--- config.mk ---
export PLATFORM = sky130hd
export DESIGN_NAME = fetch_queue
export DESIGN_NICKNAME = d
export VERILOG_FILES = /design/src/rtl/fetch_queue_pkg.sv /design/src/rtl/fetch_queue_ctrl.sv /design/src/rtl/fetch_queue.sv
export SDC_FILE = /design/constraint.sdc
export NUM_CORES = 2
export LEC_CHECK = 0
export ABC_AREA = 0
export CAP_MARGIN = 20
export CORE_ASPECT_RATIO = 0.9
export CORE_MARGIN = 3
export CORE_UTILIZATION = 35
export DETAILED_ROUTE_END_ITERATION = 8
export DONT_BUFFER_PORTS = 1
export PLACE_DENSITY = 0.61
export SYNTH_ARGS = -nofsm -noshare
export SYNTH_HDL_FRONTEND = slang
export SYNTH_SLANG_ARGS = --single-unit
--- constraint.sdc ---
create_clock -name clk -period 83.2 [get_ports clk]
set_clock_uncertainty 0.1 [all_clocks]
set_input_delay 24.96 -clock clk [delete_from_list [all_inputs] [get_ports clk]]
set_output_delay 24.96 -clock clk [all_outputs]
set_load 0.01 [all_outputs]
--- src/rtl/fetch_queue_pkg.sv ---
// Shared types and constants for the fetch queue: the storage entry layout and the NOP fill value.
package fetch_queue_pkg;

  localparam int FQ_FETCH_WIDTH     = 4;
  localparam int FQ_INST_ADDR_WIDTH = 32;

  localparam logic [31:0] NOP_INST = 32'h0000_0013;

  // The entry PC width is fixed here; the top-level INST_ADDR_WIDTH must equal FQ_INST_ADDR_WIDTH.
  typedef struct packed {
    logic [31:0]                   inst;
    logic [FQ_INST_ADDR_WIDTH-1:0] pc;
  } fq_entry_t;

endpackage

--- src/rtl/fetch_queue_ctrl.sv ---
// Pointer/occupancy control for the fetch queue: enqueue, dequeue and flush arbitration plus the fetch stall.
module fetch_queue_ctrl #(
  parameter  int FETCH_WIDTH  = 4,
  parameter  int DECODE_WIDTH = 2,
  parameter  int DEPTH        = 16,
  localparam int PTR_W        = $clog2(DEPTH),
  localparam int CNT_W        = $clog2(DEPTH + 1)
) (
  input  logic             clk,
  input  logic             reset,
  input  logic             flush_i,
  input  logic             in_valid_i,
  input  logic             out_ready_i,
  output logic             enq_o,
  output logic [PTR_W-1:0] rd_ptr_o,
  output logic [PTR_W-1:0] wr_ptr_o,
  output logic [CNT_W-1:0] count_o,
  output logic             in_stall_o
);

  // Handshakes: a bundle moves when in_valid & ~in_stall (stall is registered-only, no path from
  // out_ready); decode takes every valid lane when out_ready is high. Flush overrides both.
  localparam logic [CNT_W-1:0] STALL_THR = CNT_W'(DEPTH - FETCH_WIDTH);

  logic [PTR_W-1:0] rd_ptr_q, rd_ptr_d;
  logic [PTR_W-1:0] wr_ptr_q, wr_ptr_d;
  logic [CNT_W-1:0] count_q, count_d;
  logic [CNT_W-1:0] ndeq;
  logic             deq;

  always_comb begin
    in_stall_o = (count_q > STALL_THR);
    enq_o      = in_valid_i & ~in_stall_o & ~flush_i;
    deq        = out_ready_i & ~flush_i;
    ndeq       = (count_q < CNT_W'(DECODE_WIDTH)) ? count_q : CNT_W'(DECODE_WIDTH);
    rd_ptr_d   = rd_ptr_q;
    wr_ptr_d   = wr_ptr_q;
    count_d    = count_q;
    if (flush_i) begin
      rd_ptr_d = '0;
      wr_ptr_d = '0;
      count_d  = '0;
    end else begin
      if (enq_o) wr_ptr_d = wr_ptr_q + PTR_W'(FETCH_WIDTH);
      if (deq)   rd_ptr_d = rd_ptr_q + PTR_W'(ndeq);
      count_d = count_q + (enq_o ? CNT_W'(FETCH_WIDTH) : '0) - (deq ? ndeq : '0);
    end
  end

  always_ff @(posedge clk or posedge reset) begin
    if (reset) begin
      rd_ptr_q <= '0;
      wr_ptr_q <= '0;
      count_q  <= '0;
    end else begin
      rd_ptr_q <= rd_ptr_d;
      wr_ptr_q <= wr_ptr_d;
      count_q  <= count_d;
    end
  end

  assign rd_ptr_o = rd_ptr_q;
  assign wr_ptr_o = wr_ptr_q;
  assign count_o  = count_q;

endmodule

--- src/rtl/fetch_queue.sv ---
// Instruction buffer between fetch and decode: whole-bundle writes, up to DECODE_WIDTH in-order reads per cycle.
module fetch_queue
  import fetch_queue_pkg::*;
#(
  parameter int FETCH_WIDTH     = FQ_FETCH_WIDTH,
  parameter int DECODE_WIDTH    = 2,
  parameter int DEPTH           = 16,
  parameter int INST_ADDR_WIDTH = FQ_INST_ADDR_WIDTH
) (
  input  logic                                          clk,
  input  logic                                          reset,
  input  logic                                          flush,
  input  logic                                          in_valid,
  input  logic [FETCH_WIDTH-1:0][31:0]                  in_inst,
  input  logic [INST_ADDR_WIDTH-1:0]                    in_pc,
  output logic                                          in_stall,
  output logic [DECODE_WIDTH-1:0]                       out_valid,
  output logic [DECODE_WIDTH-1:0][31:0]                 out_inst,
  output logic [DECODE_WIDTH-1:0][INST_ADDR_WIDTH-1:0]  out_pc,
  input  logic                                          out_ready,
  output logic [$clog2(DEPTH+1)-1:0]                    count
);

  localparam int PTR_W = $clog2(DEPTH);
  localparam int CNT_W = $clog2(DEPTH + 1);

  logic             enq;
  logic [PTR_W-1:0] rd_ptr;
  logic [PTR_W-1:0] wr_ptr;

  fq_entry_t mem_q [DEPTH];
  fq_entry_t mem_d [DEPTH];

  fetch_queue_ctrl #(
    .FETCH_WIDTH  (FETCH_WIDTH),
    .DECODE_WIDTH (DECODE_WIDTH),
    .DEPTH        (DEPTH)
  ) u_ctrl (
    .clk         (clk),
    .reset       (reset),
    .flush_i     (flush),
    .in_valid_i  (in_valid),
    .out_ready_i (out_ready),
    .enq_o       (enq),
    .rd_ptr_o    (rd_ptr),
    .wr_ptr_o    (wr_ptr),
    .count_o     (count),
    .in_stall_o  (in_stall)
  );

  // Each slot picks the bundle lane whose offset from wr_ptr (modulo DEPTH) lands on it.
  always_comb begin
    for (int s = 0; s < DEPTH; s++) begin
      mem_d[s] = mem_q[s];
      for (int i = 0; i < FETCH_WIDTH; i++) begin
        if (enq && (PTR_W'(s) - wr_ptr == PTR_W'(i))) begin
          mem_d[s].inst = in_inst[i];
          mem_d[s].pc   = in_pc + INST_ADDR_WIDTH'(4 * i);
        end
      end
    end
  end

  always_ff @(posedge clk or posedge reset) begin
    if (reset) begin
      for (int s = 0; s < DEPTH; s++) begin
        mem_q[s].inst <= NOP_INST;
        mem_q[s].pc   <= '0;
      end
    end else begin
      for (int s = 0; s < DEPTH; s++) begin
        mem_q[s] <= mem_d[s];
      end
    end
  end

  always_comb begin
    out_valid = '0;
    out_inst  = '0;
    out_pc    = '0;
    for (int j = 0; j < DECODE_WIDTH; j++) begin
      out_valid[j] = (count > CNT_W'(j));
      out_inst[j]  = mem_q[rd_ptr + PTR_W'(j)].inst;
      out_pc[j]    = mem_q[rd_ptr + PTR_W'(j)].pc;
    end
  end

endmodule

==> flow_metrics.env <==
export IMPL_fmax_mhz=33.3
export IMPL_crit_cells=7
export IMPL_synthArstFlopShare_pct=100
export IMPL_worst_slew_margin_rel_pct=25.0
export IMPL_reg2reg_from="u_ctrl.count_o[3]"
export IMPL_layout_core_utilization_pct=39.0
export IMPL_cts_repair_resize_count=0
export IMPL_largest_net_degree_at_the_start_of_global_routing=202
export IMPL_synth_edf_count=0
export IMPL_cp_data_arrival_time_ns=5.01
export IMPL_numCtsBuffers=111
export IMPL_netlist_area_mm2=0.0546
export IMPL_clock_tree_sinks=1025
export IMPL_min_period_ns=30.07
export IMPL_io_pins=301
export IMPL_area_of_the_multi_input_gates_mm2=0.0272
export IMPL_buffer_ports_inserted=0
export IMPL_num_rows=136
export IMPL_status="complete, no violations"
export IMPL_cts_htree_levels=3
export IMPL_worst_ir_drop_vdd_mv=0.0261
export IMPL_min_delay_startpoint="mem_q[865]"
export IMPL_pre_cts_slack_ns=53.57
export IMPL_ff_latch_area_mm2=0.0257
export IMPL_report_final_hold_viol_count=0
export IMPL_critPathMostFrequentCell="sky130_fd_sc_hd__buf_4"
export IMPL_setup_repair_after_global_routing_missed_its_margin="no"
export IMPL_worst_path_largest_cell_delay_ns=0.83
export IMPL_hold_worst_slack_ns=0.364
export IMPL_cellLeakagePower_uw=0.0264
export IMPL_postCtsSetupBuffers=0
export IMPL_tightest_slew_ns=1.12
export IMPL_area_growth_pct=9.87
export IMPL_regToRegSetupSlack_ns=78.82
export IMPL_first_pass_grt_wire_length_um=260000
export IMPL_gr_usage_all_layers_pct=21.1
export IMPL_drc=0
export IMPL_holdCritPathClass="flop to flop"
export IMPL_synthFlopType="sky130_fd_sc_hd__dfrtp_1"
export IMPL_timing_critical_path_to_type="output port"
export IMPL_worst_path_dominant_cell_family="buffers and inverters"
export IMPL_final_max_slew_viol_count=0
export IMPL_grt_pass1_vias=39600
export IMPL_post_drt_via_cell_ratio=5.66
export IMPL_worst_setup_endpoint="out_pc[33]"
export IMPL_drt_iter0_markers=3802
export IMPL_drive_gt1_share_pct=20.0
export IMPL_power_density_mw_per_mm2=36.0
export IMPL_overflow=0
export IMPL_dp_final_hpwl_um=104000
export IMPL_total_nets_after_synthesis=5209
export IMPL_tns_ns=0
export IMPL_layout_nets=4989
export IMPL_gp_congestion=0.832
export IMPL_synth_warning_count=0
export IMPL_grt_antenna_before_repair=1
export IMPL_final_setup_worst_slack_ns=53.13
export IMPL_synth_seq_area_share_pct=47.1
export IMPL_synthesis_instances=5014
export IMPL_worst_ep_required_time_ns=58.14
export IMPL_synth_ff_latch_count=1025
export IMPL_setup_worst_path_start="u_ctrl.rd_ptr_o[0]"
export IMPL_drt_antenna_violating_nets=0
export IMPL_post_cts_hold_buffer_count=0
export IMPL_initial_core_util_pct=35.5
export IMPL_max_cap_violations=0
export IMPL_part_of_the_cycle_the_worst_path_needs_pct=36.1
export IMPL_final_fill_count=14700
export IMPL_cts_tree="built"
export IMPL_critical_path_cell_chain="buf_4, buf_4, buf_16, buf_4, nor2b_1, mux2_2, mux4_2"
export IMPL_critPathKind="flop to output port"
export IMPL_fp_dieH_um=381
export IMPL_r2r_end="mem_q[66]"
export IMPL_routed_wirelength_um=170000
export IMPL_synthesized_area_divided_by_synthesized_cell_count_um2=10.9
export IMPL_worst_skew_pair_late_latency_ns=0.75
export IMPL_worst_path_buf_inv=4
export IMPL_die_width_um=422
export IMPL_report_final_setup_viol=0
export IMPL_synth_distinct_cells=50
export IMPL_worst_r2r_path_depth=8
export IMPL_drt_first_pass_iters=5
export IMPL_route_vias_total=39400
export IMPL_clk_root_buffer_cell="sky130_fd_sc_hd__clkbuf_16"
export IMPL_avgRoutedWirePerCell_um=24.5
export IMPL_critical_path_startpoint_type="flop"
export IMPL_crit_fanout=64
export IMPL_die_area_mm2=0.161
export IMPL_cp_slowest_cell="sky130_fd_sc_hd__dfrtp_4"
export IMPL_clkTransAtPathRegs_ns=0.06
export IMPL_core_area_mm2=0.154
export IMPL_max_clock_path_buffers=3
## worst min-delay path by stage
stage,end,slack [ns],cells after the start
after floorplan,mem_q[32],0.34,2
after global placement,mem_q[736],0.35,2
after detailed placement,mem_q[673],0.36,2
after CTS,mem_q[417],0.37,2
after global routing,mem_q[161],0.37,2
final,mem_q[865],0.36,2
## through the flow
| stage | total power, µW | instances | area, µm² |
|---|---|---|---|
| 2_1_floorplan | 1430 | 5014 | 54600 |
| 3_3_place_gp | 1620 | 6747 | 56100 |
| 3_5_place_dp | 1660 | 6747 | 56100 |
| 4_1_cts | 2170 | 6949 | 59900 |
| 5_1_grt | 2290 | 6953 | 60000 |
| 6_report | 2160 | 6954 | 60000 |
## logic make-up (layout without fill, tap and decap cells)
logic type / Yosys count / count (layout) / synth area share, %
compound gates: 402 / 402 / 3.77
xor+xnor: 90 / 90 / 1.46
fa+ha+maj: 30 / 30 / 0.729
buf+inv: 414 / 283 / 3.32
flops: 1025 / 1025 / 47.1
mux: 676 / 676 / 26.8
other cells: 0 / 1 / 0
simple gates: 2377 / 2377 / 16.8
## sequential cells by signal, summed over array words and instances, names as in the netlist
register and flops:
u_ctrl.wr_ptr_o 2, u_ctrl.rd_ptr_o 4, mem_q 1014, u_ctrl.count_o 5
## synthesized netlist by cell type, types with 3 or more instances
master	count	area, µm²
sky130_fd_sc_hd__dfstp_2	48	1260
sky130_fd_sc_hd__and3_1	6	37.5
sky130_fd_sc_hd__mux2_2	28	315
sky130_fd_sc_hd__buf_6	7	78.8
sky130_fd_sc_hd__or2_2	6	37.5
sky130_fd_sc_hd__mux2i_1	14	140
sky130_fd_sc_hd__nand3_1	22	110
sky130_fd_sc_hd__buf_4	21	158
sky130_fd_sc_hd__inv_1	12	45.0
sky130_fd_sc_hd__nand4_1	23	144
sky130_fd_sc_hd__nand2_2	3	18.8
sky130_fd_sc_hd__clkbuf_1	211	792
sky130_fd_sc_hd__mux4_2	624	14100
sky130_fd_sc_hd__xnor2_1	48	420
sky130_fd_sc_hd__nor2_1	37	139
sky130_fd_sc_hd__ha_1	27	338
sky130_fd_sc_hd__and2_1	3	18.8
sky130_fd_sc_hd__nand2_1	2224	8350
sky130_fd_sc_hd__fa_1	3	60.1
sky130_fd_sc_hd__dfrtp_1	977	24400
sky130_fd_sc_hd__nor2b_1	10	62.6
sky130_fd_sc_hd__buf_2	100	500
sky130_fd_sc_hd__buf_1	60	225
sky130_fd_sc_hd__xor2_1	41	359
sky130_fd_sc_hd__nor4_1	11	68.8
sky130_fd_sc_hd__nand2b_1	3	18.8
sky130_fd_sc_hd__or4_1	5	37.5
sky130_fd_sc_hd__a211oi_1	5	37.5
sky130_fd_sc_hd__o21ai_0	365	1830
sky130_fd_sc_hd__mux2_1	10	113
sky130_fd_sc_hd__o21ai_1	9	45.0
sky130_fd_sc_hd__a21oi_1	17	85.1
sky130_fd_sc_hd__nor3_1	16	80.1
## power by group
part | switching, µW | internal [µW] | total, µW
sequential | 182 | 724 | 906
combinational | 372 | 373 | 745
clock | 218 | 291 | 509
## area by class of cell
cell class                      count  share of cell area [%]
Multi-Input combinational cell   3575                    45.4
Sequential cell                  1025                    42.9
Clock buffer                      162                    5.37
Tap cell                         2070                    4.32
Timing Repair Buffer               66                    1.03
Clock inverter                     40                   0.891
Inverter                           15                   0.127
Antenna cell                        1                 0.00417
## cell usage in the layout, fill, tap and decap left out, types with 11 or more instances in the layout
cell,n
sky130_fd_sc_hd__nor2_1,37
sky130_fd_sc_hd__nand4_1,23
sky130_fd_sc_hd__ha_1,26
sky130_fd_sc_hd__xnor2_1,48
sky130_fd_sc_hd__nand3_1,21
sky130_fd_sc_hd__inv_1,11
sky130_fd_sc_hd__nor3_1,15
sky130_fd_sc_hd__a21oi_1,17
sky130_fd_sc_hd__clkinv_2,21
sky130_fd_sc_hd__mux2_2,28
sky130_fd_sc_hd__buf_4,58
sky130_fd_sc_hd__dfstp_2,48
sky130_fd_sc_hd__nand2_1,2220
sky130_fd_sc_hd__clkbuf_16,112
sky130_fd_sc_hd__o21ai_0,365
sky130_fd_sc_hd__mux4_2,624
sky130_fd_sc_hd__clkbuf_1,27
sky130_fd_sc_hd__clkbuf_8,23
sky130_fd_sc_hd__xor2_1,40
sky130_fd_sc_hd__dfrtp_1,973
sky130_fd_sc_hd__mux2i_1,14
## worst min-delay path: stages (launching register included)
cell                      delay, ns
sky130_fd_sc_hd__dfstp_2       0.37
sky130_fd_sc_hd__nand2_1       0.05
sky130_fd_sc_hd__nand2_1       0.04
## per-layer routing
metal / vias up / track usage [%] / part of all wire (%)
li1: 16900 / - / -
met1: 20400 / 29.1 / 42
met2: 1750 / 32.9 / 46
met3: 331 / 4.20 / 8.0
met4: 0 / 8.14 / 4.2
met5: - / 0 / 0
Note: power is estimated with default switching activity, not from simulation.
